File: src/rtl/pkt_rx_pkg.sv
// Shared definitions for the pkt_rx endpoint: flit layout, type codes and FSM states.
package pkt_rx_pkg;

  // Flit is PKTW+1 bits: {type[1:0], data[7:0]}
  localparam int unsigned PKTW = 9;

  localparam logic [1:0] FT_EMPTY = 2'b00;
  localparam logic [1:0] FT_HEAD  = 2'b10;
  localparam logic [1:0] FT_BODY  = 2'b01;
  localparam logic [1:0] FT_TAIL  = 2'b11;

  localparam int unsigned TYPE_MSB = 9;
  localparam int unsigned TYPE_LSB = 8;
  localparam int unsigned TAG_MSB  = 7;
  localparam int unsigned TAG_LSB  = 4;
  localparam int unsigned DEST_MSB = 1;
  localparam int unsigned DEST_LSB = 0;

  // FIFO entry is {abort, last, data[7:0]}
  localparam int unsigned EntryW = 10;

  typedef enum logic [1:0] {IDLE, BODY, DROP} state_e;

  function automatic logic [EntryW-1:0] mk_entry(input logic abort, input logic last,
                                                 input logic [7:0] data);
    return {abort, last, data};
  endfunction

endpackage

File: src/rtl/pkt_rx_fifo.sv
// First-word-fall-through FIFO; pointers carry one extra bit to tell full from empty.
module pkt_rx_fifo #(
  parameter int unsigned Width = 10,
  parameter int unsigned Depth = 8
) (
  input  logic             clk_i,
  input  logic             rst_ni,
  input  logic             push_i,
  input  logic [Width-1:0] wdata_i,
  input  logic             pop_i,
  output logic [Width-1:0] rdata_o,
  output logic             full_o,
  output logic             empty_o
);

  localparam int unsigned AddrW = $clog2(Depth);

  logic [Width-1:0] mem_q [Depth];
  logic [AddrW:0]   wr_ptr_q, rd_ptr_q;

  assign empty_o = (wr_ptr_q == rd_ptr_q);
  assign full_o  = (wr_ptr_q[AddrW] != rd_ptr_q[AddrW]) &&
                   (wr_ptr_q[AddrW-1:0] == rd_ptr_q[AddrW-1:0]);
  assign rdata_o = mem_q[rd_ptr_q[AddrW-1:0]];

  // Storage array; on a full push+pop the overwritten slot is the one leaving this edge.
  always_ff @(posedge clk_i) begin
    if (push_i) mem_q[wr_ptr_q[AddrW-1:0]] <= wdata_i;
  end

  // Pointer advance.
  always_ff @(posedge clk_i or negedge rst_ni) begin
    if (!rst_ni) begin
      wr_ptr_q <= '0;
      rd_ptr_q <= '0;
    end else begin
      if (push_i) wr_ptr_q <= wr_ptr_q + 1'b1;
      if (pop_i)  rd_ptr_q <= rd_ptr_q + 1'b1;
    end
  end

endmodule

File: src/rtl/pkt_rx.sv
// Packet receive endpoint: frames the switch flit stream, checks dest, queues payload
// with last/abort markers. Define PKT_RX_STATS_EN to implement pkt_cnt/drop_cnt counters.
module pkt_rx
  import pkt_rx_pkg::*;
#(
  parameter int unsigned PORT_ID    = 0,
  parameter int unsigned FIFO_DEPTH = 8,
  parameter int unsigned MAX_LEN    = 16
) (
  input  logic          clk_i,
  input  logic          rst_ni,
  input  logic [PKTW:0] flit_in_i,
  output logic [7:0]    data_out_o,
  output logic          data_last_o,
  output logic          data_abort_o,
  output logic          data_valid_o,
  input  logic          data_ready_i,
  output logic          hdr_valid_o,
  output logic [3:0]    hdr_tag_o,
  output logic          err_frame_o,
  output logic          err_misroute_o,
  output logic          err_overflow_o,
  output logic          busy_o,
  output logic [15:0]   pkt_cnt_o,
  output logic [15:0]   drop_cnt_o
);

  localparam logic [1:0] PortId = PORT_ID[1:0];
  localparam logic [7:0] MaxLen = MAX_LEN[7:0];

  state_e      state_q, state_d;
  logic [7:0]  len_q, len_d;
  logic [3:0]  tag_q, tag_d;
  logic        pending_abort_q, pending_abort_d;
  logic        hdr_valid_q, hdr_valid_d;
  logic        err_frame_q, err_frame_d;
  logic        err_misroute_q, err_misroute_d;
  logic        err_overflow_q, err_overflow_d;

  logic [1:0]        ftype;
  logic              take_hdr, abort_req, data_push, push_last;
  logic              abort_any, wr_abort, can_push, pop;
  logic              fifo_push, fifo_full, fifo_empty;
  logic [EntryW-1:0] fifo_wdata, fifo_rdata;

  assign ftype    = flit_in_i[TYPE_MSB:TYPE_LSB];
  assign pop      = data_ready_i & ~fifo_empty;
  assign can_push = ~fifo_full | pop;

  // Flit decode and next-state for framing FSM.
  always_comb begin
    state_d        = state_q;
    len_d          = len_q;
    tag_d          = tag_q;
    hdr_valid_d    = 1'b0;
    err_frame_d    = 1'b0;
    err_misroute_d = 1'b0;
    err_overflow_d = 1'b0;
    take_hdr       = 1'b0;
    abort_req      = 1'b0;
    data_push      = 1'b0;
    push_last      = 1'b0;
    unique case (state_q)
      IDLE: begin
        case (ftype)
          FT_HEAD:          take_hdr = 1'b1;
          FT_BODY, FT_TAIL: err_frame_d = 1'b1;
          default: ;
        endcase
      end
      BODY: begin
        case (ftype)
          FT_HEAD: begin
            err_frame_d = 1'b1;
            abort_req   = 1'b1;
            take_hdr    = 1'b1;
          end
          FT_BODY, FT_TAIL: begin
            if (len_q == MaxLen) begin
              err_frame_d = 1'b1;
              abort_req   = 1'b1;
              state_d     = DROP;
            end else if (pending_abort_q || !can_push) begin
              // An outstanding abort owns the write port, so this flit is lost too
              err_overflow_d = 1'b1;
              abort_req      = 1'b1;
              state_d        = DROP;
            end else begin
              data_push = 1'b1;
              len_d     = len_q + 8'd1;
              if (ftype == FT_TAIL) begin
                push_last = 1'b1;
                state_d   = IDLE;
              end
            end
          end
          default: ;
        endcase
      end
      DROP: begin
        case (ftype)
          FT_HEAD: take_hdr = 1'b1;
          FT_TAIL: state_d = IDLE;
          default: ;
        endcase
      end
      default: state_d = IDLE;
    endcase
    if (take_hdr) begin
      if (flit_in_i[DEST_MSB:DEST_LSB] == PortId) begin
        tag_d       = flit_in_i[TAG_MSB:TAG_LSB];
        hdr_valid_d = 1'b1;
        len_d       = 8'd0;
        state_d     = BODY;
      end else begin
        err_misroute_d = 1'b1;
        state_d        = DROP;
      end
    end
  end

  // Abort markers win the write port. A new abort is written at once when there is room;
  // two aborts that cannot both be written (full FIFO, stalled consumer) merge into one.
  always_comb begin
    abort_any       = pending_abort_q | abort_req;
    wr_abort        = abort_any & can_push;
    pending_abort_d = (pending_abort_q & abort_req) | (abort_any & ~can_push);
    fifo_push       = wr_abort | data_push;
    fifo_wdata      = wr_abort ? mk_entry(1'b1, 1'b1, 8'h00)
                               : mk_entry(1'b0, push_last, flit_in_i[7:0]);
  end

  // FSM state and registered outputs.
  always_ff @(posedge clk_i or negedge rst_ni) begin
    if (!rst_ni) begin
      state_q         <= IDLE;
      len_q           <= '0;
      tag_q           <= '0;
      pending_abort_q <= 1'b0;
      hdr_valid_q     <= 1'b0;
      err_frame_q     <= 1'b0;
      err_misroute_q  <= 1'b0;
      err_overflow_q  <= 1'b0;
    end else begin
      state_q         <= state_d;
      len_q           <= len_d;
      tag_q           <= tag_d;
      pending_abort_q <= pending_abort_d;
      hdr_valid_q     <= hdr_valid_d;
      err_frame_q     <= err_frame_d;
      err_misroute_q  <= err_misroute_d;
      err_overflow_q  <= err_overflow_d;
    end
  end

  pkt_rx_fifo #(
    .Width(EntryW),
    .Depth(FIFO_DEPTH)
  ) u_fifo (
    .clk_i  (clk_i),
    .rst_ni (rst_ni),
    .push_i (fifo_push),
    .wdata_i(fifo_wdata),
    .pop_i  (pop),
    .rdata_o(fifo_rdata),
    .full_o (fifo_full),
    .empty_o(fifo_empty)
  );

  // Head entry is masked while empty so the data outputs read 0.
  assign data_valid_o                             = ~fifo_empty;
  assign {data_abort_o, data_last_o, data_out_o} = fifo_empty ? '0 : fifo_rdata;

  assign hdr_valid_o    = hdr_valid_q;
  assign hdr_tag_o      = tag_q;
  assign err_frame_o    = err_frame_q;
  assign err_misroute_o = err_misroute_q;
  assign err_overflow_o = err_overflow_q;
  assign busy_o         = (state_q != IDLE);

`ifdef PKT_RX_STATS_EN
  logic [15:0] pkt_cnt_q, drop_cnt_q;
  logic        pkt_inc;

  assign pkt_inc = data_push & push_last;

  // Good-packet and dropped-packet counters; both wrap.
  always_ff @(posedge clk_i or negedge rst_ni) begin
    if (!rst_ni) begin
      pkt_cnt_q  <= '0;
      drop_cnt_q <= '0;
    end else begin
      pkt_cnt_q  <= pkt_cnt_q + {15'd0, pkt_inc};
      drop_cnt_q <= drop_cnt_q + {15'd0, abort_req} + {15'd0, err_misroute_d};
    end
  end

  assign pkt_cnt_o  = pkt_cnt_q;
  assign drop_cnt_o = drop_cnt_q;
`else
  assign pkt_cnt_o  = '0;
  assign drop_cnt_o = '0;
`endif

endmodule
File: config.mk
export PLATFORM = sky130hd
export DESIGN_NAME = pkt_rx
export DESIGN_NICKNAME = d
export VERILOG_FILES = /design/src/rtl/pkt_rx_pkg.sv /design/src/rtl/pkt_rx_fifo.sv /design/src/rtl/pkt_rx.sv
export SDC_FILE = /design/constraint.sdc
export NUM_CORES = 1
export LEC_CHECK = 0
export ABC_CLOCK_PERIOD_IN_PS = 3300
export CAP_MARGIN = 20
export CELL_PAD_IN_SITES_DETAIL_PLACEMENT = 2
export CELL_PAD_IN_SITES_GLOBAL_PLACEMENT = 2
export CORE_MARGIN = 2
export CORE_UTILIZATION = 35
export CTS_CLUSTER_SIZE = 24
export DETAILED_ROUTE_END_ITERATION = 12
export PLACE_DENSITY = 0.73
export SLEW_MARGIN = 20
export SYNTH_ARGS = -nofsm -noshare
export SYNTH_HDL_FRONTEND = slang
export SYNTH_SLANG_ARGS = --single-unit
export TNS_END_PERCENT = 1
File: constraint.sdc
create_clock -name clk_i -period 3.3 [get_ports clk_i]
set_clock_uncertainty 0.2 [all_clocks]
set_input_delay 0.495 -clock clk_i [delete_from_list [all_inputs] [get_ports clk_i]]
set_output_delay 0.495 -clock clk_i [all_outputs]
set_load 0.01 [all_outputs]
; ---- Yosys cells after proc, flatten, opt, wreduce, memory -nomap -nowiden
; Memory sizes are Yosys's and may differ from the RTL's.
; Cells that the tools add are included.
[op_classes]
addsub = 3
n_mul = 0
div_mod_pow = 0
magnitude_cmp = 0
eq_ne = 11
shift = 0
mux = 43
bitwise = 11
n_reduce_logical = 10
[ops]
columns = operator, n
row1 = $mux W8, 6
row2 = $mux W1, 25
row3 = $mux W10, 2
row4 = $mux W2, 6
row5 = $add A4 B1 Y4 const B, 2
row6 = $add A8 B1 Y8 const B, 1
row7 = $eq A8 B5 Y1 const B, 1
row8 = $eq A2 B2 Y1 const B, 3
row9 = $pmux W1 S2, 3
row10 = $pmux W2 S3, 1
row11 = $and A1 B1 Y1, 4
row12 = $eq A2 B1 Y1 const B, 2
row13 = $eq A4 B4 Y1, 1
row14 = $logic_not A2 Y1, 2
row15 = $or A1 B1 Y1, 4
row16 = $reduce_and A2 Y1, 2
row17 = $eq A3 B3 Y1, 1
row18 = $ne A3 B3 Y1 const B, 1
row19 = $not A1 Y1, 3
row20 = $reduce_or A3 Y1, 1
row21 = $ne A2 B2 Y1 const B, 1
row22 = $reduce_bool A2 Y1, 1
row23 = $reduce_or A2 Y1, 1
row24 = $logic_and A1 B1 Y1, 1
row25 = 3 further kinds, 3
[totals]
ff_bits = 27
latchBits = 0
ram_bits = 80
romBits = 0
output_inout_bits = 52
memories = 1
[memory_table]
columns = name, depth, width, rd, rd_clocked_by_memory_dff, write_ports, line
row1 = u_fifo.mem_q, 8, 10, 1, 0, 1, pkt_rx_fifo.sv:18  ; logic [Width-1:0] mem_q [Depth];

; ---- Logic depth before layout (Yosys ltp)
; Gate-level depths: netlist (run 1).
[depth]
depth_word = 15
mapped_depth = 8
ltp_nobuf = 7

; ---- Modules after synthesis
; Synthesis (run 1) repeated with hierarchy kept, for this count alone.
[hier_totals]
hier_cells = 328
area_unflattened_um2 = 4981.0
[by_module_without_submodules]
columns = module, n_inst, cells_per_inst, area_per_inst_um2, seq_area_each_um2
row1 = pkt_rx_fifo, 1, 159, 3510.9, 2602.5
row2 = pkt_rx, 1, 169, 1470.2, 475.5

; ---- Least setup slack after synthesis (run 1)
; Ideal clock, no wire load.
[synth_path]
path_type = reg-to-reg
startpoint = register u_fifo.rd_ptr_q[0]
endpoint = memory u_fifo.mem_q[0][0] (enable)
setup_time_ns = 0.407
arrival_ns = 2.459
t_required_ns = 2.693
slack_ns = 0.234
path_stages_with_launch = 6
path_buffers = 1
cell_sequence = dfrtp_1 -> clkbuf_1 -> xor2_1 -> nor3_2 -> a22oi_1 -> nor4b_1
[synth_via]
elab_chain_len = 15
word_cells_on_any_way = 22
classes_between = eq/ne (2) / mux (10) / bitwise (7) / reduce/logical (3)
[synth_rtl]
columns = item, line
row1 = from (decl), pkt_rx_fifo.sv:19  ; logic [AddrW:0] wr_ptr_q, rd_ptr_q;
row2 = from (signal assigned), pkt_rx_fifo.sv:38  ; if (pop_i) rd_ptr_q <= rd_ptr_q + 1'b1;
row3 = $eq A4 B4 Y1 or $eq A3 B3 Y1 (tied branches), "pkt_rx_fifo.sv:21, pkt_rx_fifo.sv:23"
row4 = $not A1 Y1 or $logic_and A1 B1 Y1 (tied branches), "pkt_rx.sv:47, pkt_rx_fifo.sv:22"
row5 = $and A1 B1 Y1 or $not A1 Y1 (tied branches), "pkt_rx.sv:47, pkt_rx.sv:48"
row6 = $or A1 B1 Y1 *, pkt_rx.sv:48  ; assign can_push = ~fifo_full | pop;
row7 = $logic_not A1 Y1, pkt_rx.sv:83  ; end else if (pending_abort_q || !can_push) begin
row8 = $logic_or A1 B1 Y1, pkt_rx.sv:83
row9 = $mux W1, pkt_rx.sv:83
row10 = $mux W1, pkt_rx.sv:79  ; if (len_q == MaxLen) begin
row11 = $pmux W1 S2, pkt_rx.sv:72  ; case (ftype)
row12 = $mux W1, pkt_rx.sv:63  ; unique case (state_q)
row13 = $or A1 B1 Y1, pkt_rx.sv:125  ; abort_any = pending_abort_q | abort_req;
row14 = $and A1 B1 Y1, pkt_rx.sv:126  ; wr_abort = abort_any & can_push;
row15 = $or A1 B1 Y1 *, pkt_rx.sv:128  ; fifo_push = wr_abort | data_push;
row16 = $mux W1 *, pkt_rx_fifo.sv:28  ; if (push_i) mem_q[wr_ptr_q[AddrW-1:0]] <= wdata_i;
row17 = $mux W1 (not written as such) *, pkt_rx_fifo.sv:28
row18 = to (decl), pkt_rx_fifo.sv:18
; Mark *: on every way between the ends. The rest lies on a longest branch, timed or not.

; ---- Worst setup path after layout (run 1)
[layout_path]
startpoint = register u_fifo.rd_ptr_q[0]
endpoint = output port data_out_o[6]
[layout_via]
elab_chain_len = 2
word_cells_on_any_way = 3
classes_between = eq/ne (1) / mux (1) / memory (1)
[layout_rtl]
columns = item, line
row1 = $mem_v2 Z8 W10 or $eq A4 B4 Y1 (tied branches), -
row2 = $mux W10 *, pkt_rx.sv:172  ; assign {data_abort_o, data_last_o, data_out_o} = fifo_empty ? '0 : fifo_rdata;
row3 = to (decl), pkt_rx.sv:13  ; output logic [7:0] data_out_o,
; Marked as above.

==> metrics.sh, run 1 <==
FINAL_CLOCK_PERIOD_UTILIZATION_BY_THE_WORST_PATH=0.9459
CTSHTREEMAXLEVEL=3
POWER.SWITCHING_W=0.001349
NNETSFINAL=398
ASYNC_RESET_FF_FRAC=0.2523
AREA_LEADER_NETLIST='edfxtp_1'
SYNTH.AVG_CELL_AREA_UM2=14.86
FP_ROWS=43
SYNTHESIS.AREA_UM2=4860
HOLDCRITPATHCLASS='register to register'
SYNTH.AREA.TOP_CELLS='edfxtp_1 (49%), dfrtp_1 (14%), mux4_2 (9.3%)'
SETUP.WORST_PATH.START='u_fifo.rd_ptr_q[0]'
VIA_PER_INST=4.865
DRT_FIRST_PASS_ITERS=4
BOUNDARYPINS=65
INTERNAL-POWER_W=0.002837
SLEW_HEADROOM=0.5754
WORSTREG2REGEND='u_fifo.mem_q[3][2]'
SETUP_VIOLATIONS=0
CRIT_PATH_TOP_DELAY_CELL='clkdlybuf4s50_1'
NETLIST-CELL-TYPE-COUNT=49
POWER.LEAKAGE_nW=2.131
TIMING.CRITICAL_PATH.CELLS='buf_12 -> xor2_1 -> nor3_2 -> and2_1 -> buf_4 -> nor2_1 -> clkdlybuf4s50_1'
DETAILEDPLACEMENTHPWL_UM=8625
P_CLK_FRAC=0.236
CRITPATHCAPTURE='data_out_o[6]'
DR_TOTAL_VIAS=2734
FINAL_CORE_UTILIZATION=0.4139
ACHIEVABLE_FREQ_MHz=320.4
VDD.IR_DROP.WORST_mV=0.2281
YS_SEQ_AREA_FRAC=0.6334
YOSYSWARNINGS=0
GRTUSAGETOTAL=0.1730
FILLER_INSTANCES=1378
R2R.WORST_PATH.CELLS=8
FINALHOLDVIOLATIONS=0
ANTENNA_FOUND_INITIAL=0
TIMING.SETUP.TNS_PS=0
CRITPATHMAXFANOUT=21
FINAL-SEQ-AREA_UM2=3078
END_KIND='output port'
FINALMAXSLEWVIOLATIONS=0
P_SEQ_FRAC=0.406
START_UTIL=0.3542
POWER_DENSITY_nW_PER_UM2=737.3
FINAL_COMMON_CELL='edfxtp_1'
YOSYSTOPAREACELLSHARE=0.4943
TIMING.SETUP.CRITICAL_PATH_CLASS='register to output port'
SYNTH_EDF_COUNT=80
DIE-HEIGHT_UM=121.8
STATUS='complete, no violations'
CRIT_ARRIVAL_PS=2430
GRT_FIRST_PASS_WIRELENGTH_UM=18550
CLOCKROOTBUFFER='clkbuf_16'
PORTBUFFERS=32
DIE_W_UM=121.8
GPL.FINAL_WEIGHTED_CONGESTION=0.8398
COMB_POWER_SHARE=0.358
DRV.MAX_CAP_VIOLATION_COUNT=0
OVERFLOW_LEFT_AFTER_GLOBAL_ROUTING=0
CP_DATA_REQUIRED_TIME_PS=2600
FINAL.MIN_CLOCK_PERIOD_PS=3121
POWER.SHARE.SWITCHING=0.3223
DESIGN_AREA_UM2=5678
DRT-INITIAL-DRC-COUNT=184
CLKSINKCOUNT=107
R2R-START='u_fifo.rd_ptr_q[0]'
PLACEMENT.CELL_AREA_UM2=5405
CTS_MAX_PATH_BUFFERS=2
SYN2LAYOUT_AREA_GROWTH_PCT=16.84
WORST_SKEW_PAIR.LATE_LATENCY_PS=350
TRITONCTS.NUM_BUFFERS=9
GRT_MAX_DEGREE=28
DIE_AREA_UM2=14840
CP_SLOWEST_STAGE_DELAY_PS=590
N_ANTENNA_CELL=0
TRITONCTS_CLOCK_TREE='done'
RSZ0062_AT_GRT='false'
POST_CTS_HOLD_BUFFER_COUNT=0
CORE_UM2=13720
CRIT_PATH_START_KIND='register'
GRT_PASS1_VIAS=3016
FLOPS_LATCHES_SYNTH=107
POSTSYNTH.TOPFLOPCELL='edfxtp_1'
WORST-R2R-SETUP-SLACK_PS=390
LAYOUT_COMMON_CELLS='edfxtp_1 (80), conb_1 (32), clkdlybuf4s50_1 (32), dfrtp_1 (27), nand2_1 (24)'
WORST_SLEW_PIN_TRAN_PS=620.8
CTS.CLK_SLEW.WORST_PATHS_PS=70
ROUTED_WIRE_LENGTH_PER_INSTANCE_UM=21.36
TOTAL_AREA_OF_MULTI_INPUT_COMBINATIONAL_CELLS_UM2=1583
NETLIST_INSTANCES=327
DRT_WL_TOTAL_UM=12000
DRT.ANTENNA.VIOLATING_NETS=0
DRIVE_ABOVE_1_SHARE=0.1728
DRT_DRC_VIOLATIONS_LEFT=0
-- synth_stat cells (2+ instances only) --
cell type / number
edfxtp_1: 80
buf_4: 32
dfrtp_1: 27
nand2_1: 24
mux4_2: 20
nor2_1: 18
mux2i_1: 11
inv_1: 10
ha_1: 8
nor2b_1: 8
o21ai_0: 7
xnor2_1: 7
a21oi_1: 6
clkbuf_1: 6
xor2_1: 6
nand4_1: 5
nand3_1: 4
nor3_1: 4
a21o_1: 3
buf_2: 3
nor3b_1: 3
a2111oi_0: 2
a31oi_1: 2
and2_1: 2
and3_1: 2
clkbuf_2: 2
mux2_2: 2
o31ai_1: 2
-- registers in the layout, summed over array words and instances (netlist names) --
name / count
err_frame_o: 1
err_misroute_o: 1
err_overflow_o: 1
hdr_tag_o: 4
hdr_valid_o: 1
len_q: 8
pending_abort_q: 1
state_q: 2
u_fifo.mem_q: 80
u_fifo.rd_ptr_q: 4
u_fifo.wr_ptr_q: 4
-- metrics by stage --
stage	setup slack [ps]	power [W]	cells	hold WS, ps
after CTS	99.45	0.004260	562	298.2
final	178.5	0.004186	562	288.0
after floorplan	233.5	0.002632	358	-0.5910
after global placement	317.3	0.003179	546	261.7
after detailed placement	124.1	0.003258	546	281.4
after global routing	45.19	0.004433	562	313.8
-- per-layer routing --
layer  up-vias  track usage  share of wire
li1       1249            -              -
met1      1424       0.2093           0.40
met2        46       0.3097           0.55
met3        15      0.03043          0.035
met4         0      0.06178          0.016
met5         -            0              0
-- worst min path at each step --
stage / from / to / slack (ps) / cells past startpoint
4_1_cts: hdr_tag_o[3] / hdr_tag_o[3] / 300 / 2
6_report: hdr_tag_o[3] / hdr_tag_o[3] / 290 / 2
5_1_grt: u_fifo.rd_ptr_q[3] / u_fifo.rd_ptr_q[3] / 310 / 1
3_3_place_gp: hdr_tag_o[3] / hdr_tag_o[3] / 260 / 2
2_1_floorplan: rst_ni / err_frame_o / -0.6 / 0
3_5_place_dp: hdr_tag_o[3] / hdr_tag_o[3] / 280 / 2
-- cells by family after synthesis --
kind of cell,count (synthesis),synth area share
xor gates and xnor gates,13,0.02343
adders and majority gates,8,0.02060
other,1,0.0007717
and+or+nand+nor,82,0.09166
muxes,33,0.1200
AOI/OAI and AO/OA,28,0.04171
DFF,107,0.6334
buffers and inverters,55,0.06848
-- timing repair --
item | in CTS | in global routing
gates resized for setup | 0 | 1
buffers inserted | 0 | 0
endpoints found under the setup margin | 0 | 10
-- critical path, delay by kind of cell, from the launching register on --
kind,cells,cell delay (ps)
xor gates and xnor gates,1,200
and+or+nand+nor,3,380
DFF,1,460
buffers and inverters,3,1030
-- cell type report --
type	count	area share
sequential	107	0.5421
multi-input combinational	196	0.2788
timing repair buffer	52	0.08506
clock buffer	9	0.03967
tap	180	0.03967
clock inverter	7	0.007492
inverter	11	0.007272
-- power groups by stage --
stage	clock, W	sequential (W)	combinational [W]
final	0.000988	0.00170	0.00150
after floorplan	0	0.00165	0.000981
after detailed placement	0	0.00173	0.00153
after global placement	0	0.00172	0.00146
after global routing	0.00106	0.00172	0.00165
after CTS	0.00102	0.00170	0.00154
No activity file was read; power rests on OpenSTA's default activity.
==> run 2, diff against run 1 <==
--- a/config.mk
+++ b/config.mk
@@ -11,9 +11,12 @@
 export CELL_PAD_IN_SITES_GLOBAL_PLACEMENT = 2
 export CORE_MARGIN = 2
 export CORE_UTILIZATION = 35
+export CTS_BUF_LIST = sky130_fd_sc_hd__clkbuf_16
 export CTS_CLUSTER_SIZE = 24
 export DETAILED_ROUTE_END_ITERATION = 12
+export GPL_ROUTABILITY_DRIVEN = 0
 export PLACE_DENSITY = 0.73
+export SKIP_CTS_REPAIR_TIMING = 1
 export SLEW_MARGIN = 20
 export SYNTH_ARGS = -nofsm -noshare
 export SYNTH_HDL_FRONTEND = slang
==> results of run 2 <==
Same layout as run 1: the final DEF is identical, and so are final timing and power.
==> run 3, diff against run 2 <==
--- a/config.mk
+++ b/config.mk
@@ -15,7 +15,7 @@
 export CTS_CLUSTER_SIZE = 24
 export DETAILED_ROUTE_END_ITERATION = 12
 export GPL_ROUTABILITY_DRIVEN = 0
-export PLACE_DENSITY = 0.73
+export PLACE_DENSITY = 0.83
 export SKIP_CTS_REPAIR_TIMING = 1
 export SLEW_MARGIN = 20
 export SYNTH_ARGS = -nofsm -noshare
==> constraint.sdc (replaced) <==
create_clock -name clk_i -period 3.3 [get_ports clk_i]
set_clock_uncertainty 0.2 [all_clocks]
set_input_delay 0.66 -clock clk_i [delete_from_list [all_inputs] [get_ports clk_i]]
set_output_delay 0.66 -clock clk_i [all_outputs]
set_load 0.01 [all_outputs]
==> metrics.sh, run 3 (synthesized netlist as in run 1, its figures left out) <==
CRIT_PATH_START_KIND='register'  # unchanged
DRV.MAX_CAP_VIOLATION_COUNT=0  # unchanged
GRT_UTIL_MET2=0.3174  # was 0.3097
WORST_SKEW_PAIR.LATE_LATENCY_PS=360  # was 350 ps
CTS.CLK_SLEW.WORST_PATHS_PS=70  # about the same
TOTAL_POWER_W=0.004340  # was 0.004186 W
NNETSFINAL=399  # was 398
DRT_FIRST_PASS_ITERS=4  # unchanged
LAYOUT_COMMON_CELLS='edfxtp_1 (80), conb_1 (32), clkdlybuf4s50_1 (32), nand2_1 (24), dfrtp_1 (24)'  # was edfxtp_1 (80), conb_1 (32), clkdlybuf4s50_1 (32), dfrtp_1 (27), nand2_1 (24)
TRITONCTS.NUM_BUFFERS=9  # unchanged
CP_SLOWEST_STAGE_DELAY_PS=510  # was 590 ps
SETUP_VIOLATIONS=0  # unchanged
CP_DATA_REQUIRED_TIME_PS=2440  # was 2600 ps
CRIT_PATH_TOP_DELAY_CELL='mux4_2'  # was clkdlybuf4s50_1
SETUP_SLACK_PS=106.7  # was 178.5 ps
R2R.WORST_PATH.CELLS=8  # unchanged
USE_MET3=0.04448  # was 0.03043
GRTUSAGETOTAL=0.1754  # was 0.1730
DRT-INITIAL-DRC-COUNT=110  # was 184
LARGEST_REGISTER_FFS=80  # unchanged
CTS_MAX_PATH_BUFFERS=2  # unchanged
CLKSINKCOUNT=107  # unchanged
MIN_PATH_CELLS=1  # was 2
TIMING.CRITICAL_PATH.CELLS='buf_12 -> mux4_2 -> mux2i_1 -> nor2_1 -> clkdlybuf4s50_1'  # was buf_12 -> xor2_1 -> nor3_2 -> and2_1 -> buf_4 -> nor2_1 -> clkdlybuf4s50_1
END_KIND='output port'  # unchanged
GRT_PASS1_VIAS=3191  # was 3016
DRT_DRC_VIOLATIONS_LEFT=0  # unchanged
PORTBUFFERS=32  # unchanged
DRT_WL_TOTAL_UM=12190  # was 12000 um
RSZ0062_AT_GRT='false'  # unchanged
POWER_DENSITY_nW_PER_UM2=758.8  # was 737.3 nW/um2
POWER.LEAKAGE_nW=2.149  # was 2.131 nW
SYN2LAYOUT_AREA_GROWTH_PCT=17.69  # was 16.84%
PRE_CTS_WS_PS=159.6  # was 124.1 ps
CTSHTREEMAXLEVEL=3  # unchanged
SLEW_HEADROOM=0.5280  # was 0.5754
CLOCKROOTBUFFER='clkbuf_16'  # unchanged
ANTENNA_FOUND_INITIAL=0  # unchanged
CRITPATHMAXFANOUT=8  # was 21
GR-MAX-USAGE-LAYER='met2'  # unchanged
BOUNDARYPINS=65  # unchanged
DR_TOTAL_VIAS=2808  # was 2734
WORST_SLEW_PIN_TRAN_PS=690.1  # was 620.8 ps
CRIT_ARRIVAL_PS=2330  # was 2430 ps
N_ANTENNA_CELL=0  # unchanged
DIE-HEIGHT_UM=121.8  # unchanged
OVERFLOW_LEFT_AFTER_GLOBAL_ROUTING=0  # unchanged
START_UTIL=0.3542  # unchanged
DRT.ANTENNA.VIOLATING_NETS=0  # unchanged
VIA_PER_INST=4.988  # was 4.865
ROUTED_WIRE_LENGTH_PER_INSTANCE_UM=21.65  # was 21.36 um
ACHIEVABLE_FREQ_MHz=313.2  # was 320.4 MHz
CORE_UM2=13720  # unchanged
DIE_AREA_UM2=14840  # unchanged
FINAL_COMMON_CELL='edfxtp_1'  # unchanged
GROUTE.LAYER.MET1.USAGE=0.2043  # was 0.2093
STATUS='complete, no violations'  # unchanged
TRITONCTS_CLOCK_TREE='done'  # unchanged
FP_ROWS=43  # unchanged
FINAL_CLOCK_PERIOD_UTILIZATION_BY_THE_WORST_PATH=0.9677  # was 0.9459
FINAL.MIN_CLOCK_PERIOD_PS=3193  # was 3121 ps
DRIVE_ABOVE_1_SHARE=0.1828  # was 0.1728
DIE_W_UM=121.8  # unchanged
GRT_MAX_DEGREE=28  # unchanged
DETAILEDPLACEMENTHPWL_UM=8327  # was 8625 um
TIMING.SETUP.CRITICAL_PATH_CLASS='register to output port'  # unchanged
FINALMAXSLEWVIOLATIONS=0  # unchanged
FILLER_INSTANCES=1353  # was 1378
GRT_FIRST_PASS_WIRELENGTH_UM=18750  # was 18550 um
HOLDCRITPATHCLASS='register to register'  # unchanged
VDD.IR_DROP.WORST_mV=0.2427  # was 0.2281 mV
FINALHOLDVIOLATIONS=0  # unchanged
[run 3: cell count changes in the layout (fill, tap and decap cells not counted), sizes merged]
cell / previous run / this run
clkinv: 7 / 5
buf: 20 / 21
bufinv: 0 / 1
inv: 11 / 12
[run 3: path summary, 6_finish.rpt]
check / start / endpoint / slack [ps]
worst max-delay path: u_fifo.rd_ptr_q[0] / data_last_o / 110
worst min-delay path: u_fifo.wr_ptr_q[3] / u_fifo.wr_ptr_q[3] / 290
worst max register to register: u_fifo.wr_ptr_q[1] / u_fifo.mem_q[5][3] / 620
worst min register to register: u_fifo.wr_ptr_q[3] / u_fifo.wr_ptr_q[3] / 290
max in group asynchronous: rst_ni / u_fifo.rd_ptr_q[0] / 2110
min in group asynchronous: rst_ni / hdr_tag_o[3] / 480
[run 3: layer usage]
layer  wire length [um]  vias up
met5                  0        -
met4                210        0
met3                389       16
met2               6599       58
met1               4988     1480
li1                   -     1254
[run 3: metrics by stage]
stage | instances | cell area, um2 | hold WS [ps] | TNS (ps) | util
after floorplan | 358 | 4976 | 164.4 | 0 | -
after global placement | 547 | 5425 | 266.5 | 0 | 0.3954
after detailed placement | 547 | 5425 | 267.1 | 0 | 0.3954
after CTS | 563 | 5715 | 292.9 | -103.1 | 0.4166
after global routing | 563 | 5719 | 315.3 | 0 | 0.4169
final | 563 | 5719 | 288.7 | 0 | 0.4169
[run 3: report_power, final]
part	total, W	internal (W)	switching, W
Clock	0.00109	0.000587	0.000504
Sequential	0.00172	0.00157	0.000150
Combinational	0.00153	0.000789	0.000741
[run 3: critical path: cells and delay by family, from the launching register on]
| family | cells | cell delay, ps |
|---|---|---|
| DFF | 1 | 490 |
| buffers and inverters | 2 | 660 |
| muxes | 2 | 740 |
| and+or+nand+nor | 1 | 80 |
[run 3: cell type report]
cell class | instances | area [um2] | area share
clock buffer | 9 | 225.2 | 0.03938
clock inverter | 7 | 65.06 | 0.01138
inverter | 11 | 41.29 | 0.007219
multi-input combinational | 196 | 1578 | 0.2759
sequential | 107 | 3082 | 0.5388
tap | 180 | 225.2 | 0.03938
timing repair buffer | 53 | 503.0 | 0.08795
